### config.mk
export PLATFORM = sky130hd
export DESIGN_NAME = fc_layer_sequencer
export DESIGN_NICKNAME = d
export VERILOG_FILES = /design/src/rtl/fc_layer_sequencer.sv
export SDC_FILE = /design/constraint.sdc
export NUM_CORES = 1
export LEC_CHECK = 0
export ABC_AREA = 1
export BUFFER_PORTS_ARGS = -buffer_cell sky130_fd_sc_hd__clkbuf_2
export CAP_MARGIN = 20
export CORE_MARGIN = 8
export CORE_UTILIZATION = 60
export CTS_BUF_LIST = sky130_fd_sc_hd__clkbuf_8
export DETAILED_ROUTE_END_ITERATION = 6
export GPL_ROUTABILITY_DRIVEN = 0
export PLACE_DENSITY = 0.9
export SYNTH_ARGS = -nofsm -noshare
export SYNTH_HDL_FRONTEND = slang
export SYNTH_SLANG_ARGS = --single-unit
### constraint.sdc
create_clock -name clk -period 11.6 [get_ports clk]
set_input_delay 0.58 -clock clk [delete_from_list [all_inputs] [get_ports clk]]
set_output_delay 0.58 -clock clk [all_outputs]
set_load 0.01 [all_outputs]
### src/rtl/fc_layer_sequencer.sv
// fc_layer_sequencer: walks (neuron, chunk) pairs over a LENGTH-lane multiplier and accumulates per-neuron dot products
module fc_layer_sequencer #(
  parameter int BITWIDTH = 8,
  parameter int LENGTH = 16,
  parameter int IN_LEN = 64,
  parameter int OUT_LEN = 10,
  localparam int CHUNKS = IN_LEN / LENGTH,
  localparam int PW = 2 * BITWIDTH,
  localparam int ACC_W = PW + $clog2(IN_LEN),
  localparam int AW = $clog2(OUT_LEN * CHUNKS) > 0 ? $clog2(OUT_LEN * CHUNKS) : 1,
  localparam int CW = $clog2(CHUNKS) > 0 ? $clog2(CHUNKS) : 1,
  localparam int NW = $clog2(OUT_LEN) > 0 ? $clog2(OUT_LEN) : 1
) (
  input  logic                   clk,
  input  logic                   rst,
  input  logic                   start,
  output logic                   busy,
  output logic                   done,
  output logic [AW-1:0]          w_addr,
  output logic                   w_rd_en,
  output logic [CW-1:0]          x_sel,
  output logic                   mult_ena,
  input  logic [LENGTH*PW-1:0]   prod_in,
  output logic [ACC_W-1:0]       res_data,
  output logic [NW-1:0]          res_idx,
  output logic                   res_valid
);
  typedef enum logic [1:0] {S_IDLE, S_RUN, S_DRAIN, S_DONE} state_t;
  state_t state, state_nx;
  logic [NW-1:0] neuron, n1, n2;
  logic f1, l1, v2, f2, l2;
  logic signed [ACC_W-1:0] acc, lane_sum;
  logic last_chunk, last_pair;
  assign last_chunk = x_sel == CW'(CHUNKS - 1);
  assign last_pair = last_chunk && neuron == NW'(OUT_LEN - 1);
  assign busy = state == S_RUN || state == S_DRAIN;
  assign done = state == S_DONE;
  assign res_data = acc;
  always_comb begin
    lane_sum = '0;
    for (int i = 0; i < LENGTH; i++) lane_sum = lane_sum + ACC_W'($signed(prod_in[i*PW +: PW]));
  end
  always_comb begin
    state_nx = state == S_IDLE  ? (start ? S_RUN : S_IDLE) :
               state == S_RUN   ? (last_pair ? S_DRAIN : S_RUN) :
               state == S_DRAIN ? (res_valid && !mult_ena && !v2 ? S_DONE : S_DRAIN) :
                                  S_IDLE;
  end
  always_ff @(posedge clk) state <= rst ? S_IDLE : state_nx;
  always_ff @(posedge clk) begin
    if (rst) begin
      w_rd_en <= 1'b0;
      w_addr <= '0;
      x_sel <= '0;
      neuron <= '0;
      mult_ena <= 1'b0;
      f1 <= 1'b0;
      l1 <= 1'b0;
      n1 <= '0;
      v2 <= 1'b0;
      f2 <= 1'b0;
      l2 <= 1'b0;
      n2 <= '0;
      acc <= '0;
      res_valid <= 1'b0;
      res_idx <= '0;
    end else begin
      w_rd_en <= state_nx == S_RUN;
      w_addr <= state == S_RUN ? w_addr + 1'b1 : '0;
      x_sel <= state == S_RUN && !last_chunk ? x_sel + 1'b1 : '0;
      neuron <= state != S_RUN ? '0 : last_chunk ? neuron + 1'b1 : neuron;
      mult_ena <= w_rd_en;
      f1 <= x_sel == '0;
      l1 <= last_chunk;
      n1 <= neuron;
      v2 <= mult_ena;
      f2 <= f1;
      l2 <= l1;
      n2 <= n1;
      if (v2) acc <= f2 ? lane_sum : acc + lane_sum;
      res_valid <= v2 && l2;
      res_idx <= n2;
    end
  end
endmodule

==> results of run 1 <==
-- registers in the layout (all words and copies together), names as in the netlist --
| register | flops |
|---|---|
| v2 | 1 |
| res_idx | 4 |
| res_data | 22 |
| w_addr | 6 |
| f1 | 1 |
| x_sel | 2 |
| mult_ena | 1 |
| n1 | 4 |
| f2 | 1 |
| neuron | 4 |
| l2 | 1 |
| w_rd_en | 1 |
| l1 | 1 |
| state | 2 |
| n2 | 4 |
| res_valid | 1 |
-- layout by cell type (no fill, tap or decap), drive strengths merged --
cell type	synthesis	final
inv	447	449
clkbuf	14	302
fa	236	236
nand2	229	229
nor2	85	85
nand3	78	78
ha	60	60
dfxtp	56	56
a21oi	51	51
o21ai	19	19
nand4	13	13
nor3	11	11
xor2	10	10
o21bai	7	7
and2	7	7
xnor2	6	6
a31oi	4	4
or2	3	3
a21o	2	2
nor4	2	2
o211ai	2	2
nand3b	2	2
buf	2	2
a21boi	1	1
a211o	1	1
a211oi	1	1
nor3b	1	1
clkinvlp	0	1
-- metal layers --
metal  vias to the layer above  routed length [um]  GRT usage
met5                         -                   0          0
met4                         0                1050     0.0851
met3                        80                2280     0.0526
met2                       388               14500      0.472
met1                      4331                9530      0.267
li1                       4461                   -          -
-- worst min path at each step --
stage	startpoint	endpoint	slack [ps]	cells after the start
floorplan	f1	f2	390	2
global placement	n1[3]	n2[3]	390	2
detailed placement	n1[2]	n2[2]	390	2
CTS	n1[2]	n2[2]	410	2
global route	n2[2]	res_idx[2]	420	2
finish	n1[2]	n2[2]	410	2
-- cells in the mapped netlist, drive strengths merged --
library cell  instances  area, sq um
nand2               229          877
dfxtp                56         1120
a21o                  2         15.0
nand4                13         81.3
fa                  236         4720
a211oi                1         7.51
nor2                 85          334
a21oi                51          255
a31oi                 4         25.0
ha                   60          751
o211ai                2         15.0
nand3                78          438
a21boi                1         7.51
and2                  7         46.3
o21ai                19         95.1
clkbuf               14         72.6
xor2                 10         95.1
buf                   2         16.3
a211o                 1         8.76
xnor2                 6         52.6
nor3b                 1         7.51
nor4                  2         12.5
nand3b                2         15.0
or2                   3         18.8
nor3                 11         55.1
inv                 447         1680
o21bai                7         52.6
-- through the flow --
stage	std cells	area, sq um
floorplan	1350	10900
global placement	1862	12600
detailed placement	1862	12600
CTS	1870	12700
global route	1870	12700
finish	1870	12700
-- final cells by class --
cell class | instances | area, sq um
clock buffer | 5 | 68.8
fill | 1386 | 5230
timing repair buffer | 299 | 1500
tap | 229 | 287
inverter | 447 | 1680
multi-input combinational | 831 | 7990
clock inverter | 3 | 25.0
sequential | 56 | 1120
-- logic make-up (layout without fill, tap and decap cells) --
kind of cell | Yosys count | after routing
buf+inv | 463 | 754
simple gates | 431 | 431
fa+ha+maj | 296 | 296
compound gates | 88 | 88
flops | 56 | 56
xor+xnor | 16 | 16
-- critical path, cell delays in order --
cell and delay, ps:
clkbuf_2 120, fa_1 530, inv_1 60, fa_1 510, inv_1 60, fa_1 500, fa_1 500, inv_1 50
fa_1 450, fa_1 490, inv_1 50, ha_1 230, fa_1 510, nand3_1 120, nand3_1 130, a21o_1 210
nand2_1 80, nand3_1 90, and2_1 170, ha_1 380, nand4_1 150, nor2_1 170, nand4_1 190, nand3_1 140
nand2_1 50, nand3_1 70, nand3_1 80, a21oi_1 120
==> reports/results.ini, run 1 <==
[cells_and_area]
area_growth_pct=16.5
drive_above_1_share=0.204
diodes=0
nNetsFinal=2195
final_core_util=0.708

[global_routing]
antenna_found_initial=0
grt-ovfl-total=0
track_usage=0.248
grt_pass1_vias=10377
grt_pass1_wl_um=45300
grt_max_degree=35

[clock_tree]
clkTransAtPathRegs_ps=110
numCtsBuffers=5
cts_tree=yes
cts_sinks=56
clock_latency_ps=330
cts_setup_buffers=0
clockBufferDepth=2
h-tree-depth=2
cts-root-buf=clkbuf_8
holdBufCountCts=0
cts.repair.resized=0

[drt]
first_pass_iters=6
antenna_left=0
vias=9260
vias_per_cell=4.95
drt_wl_total_um=27300
drtIter0Drc=401
drc=0
routedWlPerCell_um=14.6

[logic_synthesis]
synth.net_count=1905
syn_inst=1350
synthXorXnorAreaFrac=0.0136
synth-compound-area-share=0.0443
netlist_area_sq_mm=0.0109
synth.distinct_cells=40
synthMuxAreaShare=0
yosys_warnings=0
synth_simple_gate_area_frac=0.173
synth_top_family_by_area=adder cells
yosysSeqAreaShare=0.103
postSynthAreaPerCell_sq_um=8.06
synth_fa_ha_area_frac=0.503
synth-seq-cells=56

[timing]
setup_tns_ps=0
finalCritPeriodShare=0.563
slew_violations=0
finalSetupViolCount=0
clock-skew-final_ps=8.77
whs_ps=409
tightest_slew_ps=703
fmax_mhz=153
period_needed_ps=6530
rsz0062_at_grt=false
finalHoldViolCount=0
setup_ws_ps=5070
slew_headroom=0.531

[critical_path]
critPathKind=in2reg
path_max_fanout=6
worstSetupEndpoint=res_data[20]
cp-startpoint=prod_in[98]
startpoint_type=primary input
cp.required_ps=11850
arrival_ps=6790
critPathCaptureType=register
timing.reg2reg.setup_slack_ps=9480
worst_r2r_endpoint=res_data[16]
r2r_cells=12
r2r_start=res_data[0]

[job]
cap_viol_max_count=0

[die]
die_w_um=151
rows=49
die_area_sq_mm=0.0227
initial_utilization=0.608
io-pin-count=298
fp.dieH_um=151
core_region_area_sq_mm=0.0179

[place]
hpwl_um=25200
io_buffers=297
pre_cts_ws_ps=4730

[min_path]
hp-class=reg2reg

[status]
outcome=finished clean

Power of run 1 is left out: the tool's default activity adds up to more than one toggle a clock period on the data nets, which glitch-free logic cannot reach.
==> run 2: changes to the inputs <==
- ABC_AREA: 1 -> 0
- CORE_UTILIZATION: 60 -> 55
- PLACE_DENSITY: 0.9 -> 0.84
- clock period: 11.6 -> 6.6 ns (I/O delays scaled with it)
==> run 2 against run 1 <==
  * The run now ends with negative setup slack left
  * Clock-buffer cell count is the same
  * Clock skew shrank 1.0 ps
  * Register-to-register slack lost 6000 ps
  * Worst setup slack lost 5300 ps
  * Critical path depth shrank 2
  * First-iteration DRC count shrank 32%
  * Area after synthesis shrank 7.7%
  * Routed wire length shrank 6.2%
  * Cell area grew 0.63%
  * Cell count shrank 12%
  * Largest cell class unchanged
  * Synthesized cell count shrank 22%
  * Hold slack lost 160 ps
==> reports/results.ini, run 2 <==
[status]
outcome=finished with violations
violations=negative setup slack

[clock_tree]
clock_latency_ps=310  ; -20 ps
clockBufferDepth=2  ; unchanged
holdBufCountCts=0  ; unchanged
cts_sinks=56  ; unchanged
clkTransAtPathRegs_ps=110  ; about the same
h-tree-depth=2  ; unchanged
numCtsBuffers=5  ; unchanged
cts-root-buf=clkbuf_8
cts_tree=yes

[critical_path]
path_max_fanout=5  ; -1
cp.required_ps=6830  ; -5020 ps
r2r_start=res_data[0]
cp_common_cell=fa_1
cpPeakStageDelay_ps=580  ; +50 ps
arrival_ps=7060  ; +270 ps
cp-startpoint=prod_in[226]
critPathKind=in2reg
critPathCaptureType=register
slowest_stage=fa_1
startpoint_type=primary input

[die]
die_area_sq_mm=0.0228  ; +0.66%
initial_utilization=0.559  ; -0.0485
die_w_um=151  ; +0.33%
io-pin-count=298  ; unchanged
fp.dieH_um=151  ; +0.33%
rows=49  ; unchanged
core_region_area_sq_mm=0.0180  ; +0.34%

[place]
pre_cts_ws_ps=-560  ; -5290 ps
io_buffers=297  ; unchanged
hpwl_um=23100  ; -8.3%
place_area_sq_mm=0.0123  ; -1.9%
placed_cells=1632  ; -12%

[drt]
first_pass_iters=4  ; -2
vias=8158  ; -12%
antenna_left=0  ; unchanged
vias_per_cell=4.95  ; about the same
drt_wl_total_um=25700  ; -6.2%
drc=0  ; unchanged
routedWlPerCell_um=15.6  ; +6.6%
drtIter0Drc=273  ; -32%

[logic_synthesis]
postSynthAreaPerCell_sq_um=9.58  ; +19%
synth.net_count=1604  ; -16%
yosys_warnings=0  ; unchanged
async_flop_share=0  ; unchanged
synth-seq-cells=56  ; unchanged
yosys-top-cells-count=inv_1, fa_1, ha_1
yosysSeqAreaShare=0.112  ; +0.00855
synth_area_leader_cell=fa_1
synth-edff-count=0  ; unchanged
synth.most_common_cell=inv_1
yosys.area.top_type_share=0.470  ; +0.0360
syn_inst=1049  ; -22%
ys.flop_type=dfxtp_1
synth.distinct_cells=50  ; +25%
netlist_area_sq_mm=0.0100  ; -7.7%
synth_area_leaders=fa_1, inv_1, dfxtp_1

[cells_and_area]
nNetsFinal=1972  ; -10%
layout_commonest_cell=inv_1
largest_reg_flops=22  ; unchanged
drive_above_1_share=0.310  ; +0.105
postLayoutCellArea_sq_mm=0.0128  ; +0.63%
stdcell_count=1647  ; -12%
diodes=0  ; unchanged
area_growth_pct=26.9
layout_common_cells=inv_1, clkbuf_2, fa_1, buf_4, dfxtp_1

[global_routing]
grt-busiest-layer=met2
grt-ovfl-total=0  ; unchanged
met1_usage=0.233  ; -0.0335
antenna_found_initial=0  ; unchanged
grt_pass1_vias=9185  ; -11%
track_usage=0.221  ; -0.0274
grt_max_degree=45  ; +29%
grt_use_met3=0.0418  ; -0.0108
grtUsageMet2=0.437  ; -0.0347
grt_pass1_wl_um=40800  ; -10%

[min_path]
hp-class=in2reg
holdCritStartpoint=start

[timing]
finalHoldViolCount=0  ; unchanged
finalSetupViolCount=8  ; +8
finalCritPeriodShare=1.03
fmax_mhz=147
period_needed_ps=6820
setup_tns_ps=-789  ; -789 ps
slew_violations=0  ; unchanged
tightest_slew_ps=988  ; +285 ps
slew_headroom=0.342  ; -0.189
rsz0062_at_grt=true
clock-skew-final_ps=7.74  ; -1.03 ps
setup_ws_ps=-224  ; -5290 ps

[job]
cap_viol_max_count=0  ; unchanged

-- run 2: cell types whose count changed after synthesis, moves of 16 or more --
| cell | before | now |
|---|---|---|
| nand2_1 | 222 | 37 |
| inv_1 | 442 | 336 |
| nand3_1 | 70 | 13 |
| nor2_1 | 81 | 53 |
| nor2b_1 | 0 | 26 |
| a21oi_1 | 51 | 35 |
-- run 2: critical path, delay by kind of cell --
family,cells,cell delay [ps]
adder cells (fa/ha/maj),9,4010
AO/OA/AOI/OAI,7,1590
AND/OR/NAND/NOR,4,710
buffers and inverters,5,240
XOR/XNOR,1,170
-- run 2: logic make-up (layout without fill, tap and decap cells) --
group           after synthesis  in the layout  synth area share
buf+inv                     352            721             0.132
fa+ha+maj                   296            296             0.545
simple gates                174            174            0.0851
compound gates              122            122            0.0830
flops                        56             56             0.112
xor+xnor                     41             41            0.0358
mux                           8              8           0.00797
-- run 2: worst paths after layout --
check	depth (start not counted)	slack [ps]	to
worst max-delay path	26	-220	res_data[21]
worst min-delay path	3	250	state[0]
worst max register to register	11	3480	res_data[20]
worst min register to register	2	440	res_valid
-- run 2: repair_timing --
| item | CTS | global route |
|---|---|---|
| gates resized for setup | 22 | 28 |
| pin swaps | 35 | 23 |
| setup endpoints to repair | 8 | 11 |
| buffers inserted | 6 | 1 |
| endpoints found under the hold margin | 0 | 0 |
-- run 2: metrics by stage --
| stage | hold slack (ps) | util |
|---|---|---|
| global route | 259 | 0.710 |
| finish | 250 | 0.710 |
| floorplan | 404 | - |
| CTS | 241 | 0.700 |
| global placement | 416 | 0.687 |
| detailed placement | 421 | 0.687 |
-- run 2: layout make-up --
class | count | area, sq um
Inverter | 336 | 1260
Multi-Input combinational cell | 641 | 7870
Sequential cell | 56 | 1120
Timing Repair Buffer | 377 | 2110
Tap cell | 229 | 287
Fill cell | 1347 | 5210
Clock inverter | 3 | 33.8
Clock buffer | 5 | 68.8
-- run 2: layer usage --
metal  part of all wire  wire, um
met5                  0         0
met4              0.024       612
met3              0.064      1650
met2               0.56     14500
met1               0.35      8910
Power of run 2 is left out for the same reason.
==> run 3: changes to the inputs <==
- CORE_UTILIZATION: 55 -> 54
- CTS_BUF_LIST: sky130_fd_sc_hd__clkbuf_8 -> sky130_fd_sc_hd__clkbuf_4 sky130_fd_sc_hd__clkbuf_8 sky130_fd_sc_hd__clkbuf_16
- PLACE_DENSITY: 0.84 -> 0.83
==> run 3 against run 2 <==
  * The run still ends with negative setup slack left
  * First-iteration DRC count up 11%
  * Non-clock buffer count rose by 3
  * Fmax is 0.51% higher
  * Cell count increased by 0.49%
  * Utilization is 1.4 points lower
==> reports/results.ini, run 3 (synthesis results as in run 2) <==
[status]
outcome=finished with violations
violations=negative setup slack

[global_routing]
track_usage=0.220  ; -0.000796
antenna_found_initial=0  ; unchanged
grt_max_degree=45  ; unchanged
grt_pass1_wl_um=42100  ; +3.3%
grt-ovfl-total=0  ; unchanged
grt_pass1_vias=9166  ; -0.21%

[clock_tree]
clockBufferDepth=2  ; unchanged
cts_tree=yes
h-tree-depth=2  ; unchanged
cts-root-buf=clkbuf_16
cts_sinks=56  ; unchanged
holdBufCountCts=0  ; unchanged
clkTransAtPathRegs_ps=80  ; -30 ps
clock_latency_ps=300  ; about the same
numCtsBuffers=5  ; unchanged

[cells_and_area]
nNetsFinal=1975  ; +0.15%
fill_cells=1348  ; +0.074%
drive_above_1_share=0.313  ; +0.00357
area_growth_pct=27.8
diodes=0  ; unchanged
layout_commonest_cell=inv_1
largest_reg_flops=22  ; unchanged
final_core_util=0.695  ; -0.0144
layout_common_cells=inv_1, clkbuf_2, fa_1, buf_4

[die]
initial_utilization=0.544  ; -0.0149
rows=50  ; +2.0%
io-pin-count=298  ; unchanged
die_area_sq_mm=0.0232  ; +1.7%
core_region_area_sq_mm=0.0185  ; +2.7%
die_w_um=152  ; +0.82%
fp.dieH_um=152  ; +0.82%

[timing]
slew_violations=0  ; unchanged
period_needed_ps=6790  ; -34.8 ps
rsz0062_at_grt=true
slew_headroom=0.374  ; +0.0328
fmax_mhz=147  ; +0.51%
finalCritPeriodShare=1.03  ; -0.00527
tightest_slew_ps=938  ; -49.3 ps
finalSetupViolCount=8  ; unchanged
setup_ws_ps=-189  ; +34.8 ps
setup_tns_ps=-1070  ; -278 ps
finalHoldViolCount=0  ; unchanged
clock-skew-final_ps=5.49  ; -2.25 ps

[critical_path]
path_max_fanout=5  ; unchanged
startpoint_type=primary input
cp_common_cell=fa_1
cp.required_ps=6740  ; -90 ps
critPathCaptureType=register
critPathKind=in2reg
cpPeakStageDelay_ps=570  ; about the same
path_delay_family=adder cells
slowest_stage=fa_1
arrival_ps=6930  ; -130 ps
cp_num_buf_inv=5  ; unchanged

[drt]
wl_met2_um=14400  ; -0.87%
drc=0  ; unchanged
routedWlPerCell_um=15.6  ; -0.13%
routed.top_layer=met4
wl_met1_um=9320  ; +4.6%
drtIter0Drc=304  ; +11%
vias=8190  ; +0.39%
first_pass_iters=5  ; +1
drt_wl_total_um=25700  ; +0.35%
antenna_left=0  ; unchanged
wl_met3_um=1400  ; -15%
vias_per_cell=4.95  ; about the same

[place]
hpwl_um=22800  ; -1.4%
io_buffers=297  ; unchanged

[job]
cap_viol_max_count=0  ; unchanged

[min_path]
hp-class=in2reg

[run 3: timing repair]
item                       in CTS  in global routing
cloned                          0                  0
setup endpoints to repair       9                 12
gates resized for setup        16                 43
setup buffers                   7                  9
pin swaps                      25                 41
[run 3: layout make-up]
type | count | area (sq um) | share of cell area
Inverter | 336 | 1260 | 0.0985
Multi-Input combinational cell | 641 | 7860 | 0.613
Timing Repair Buffer | 380 | 2140 | 0.166
Sequential cell | 56 | 1120 | 0.0873
Tap cell | 234 | 293 | 0.0228
Clock buffer | 5 | 125 | 0.00975
Clock inverter | 3 | 33.8 | 0.00263
[run 3: stage by stage]
step	setup WS, ps	instances	area (sq um)	hold slack [ps]
final	-189	1655	12800	285
after global routing	-493	1655	12800	285
after CTS	-233	1647	12600	277
after detailed placement	-648	1632	12300	412
after global placement	-502	1632	12300	409
after floorplan	-3.20	1049	10100	404
[run 3: path summary, 6_finish.rpt]
path               startpoint           end  slack, ps  depth (start not counted)
hold reg to reg            l2     res_valid        420                          2
setup reg to reg  res_data[0]  res_data[20]       3480                         11
setup / recovery  prod_in[50]  res_data[20]       -190                         26
hold / removal          start      state[0]        280                          3
[run 3: worst reg2reg max path: stages (launching register included)]
cell,delay [ps]
dfxtp_1,330
ha_1,230
fa_1,450
a21oi_2,160
o22ai_1,130
o41a_1,360
a221o_1,390
a221oi_4,340
o31ai_2,130
xor2_1,150
mux2i_1,190
a211oi_2,100
[run 3: per-layer routing]
metal  vias up  GRT usage
li1       3856          -
met1      4025      0.236
met2       257      0.428
met3        52     0.0423
met4         0     0.0666
met5         -          0
Power of run 3 is left out for the same reason.
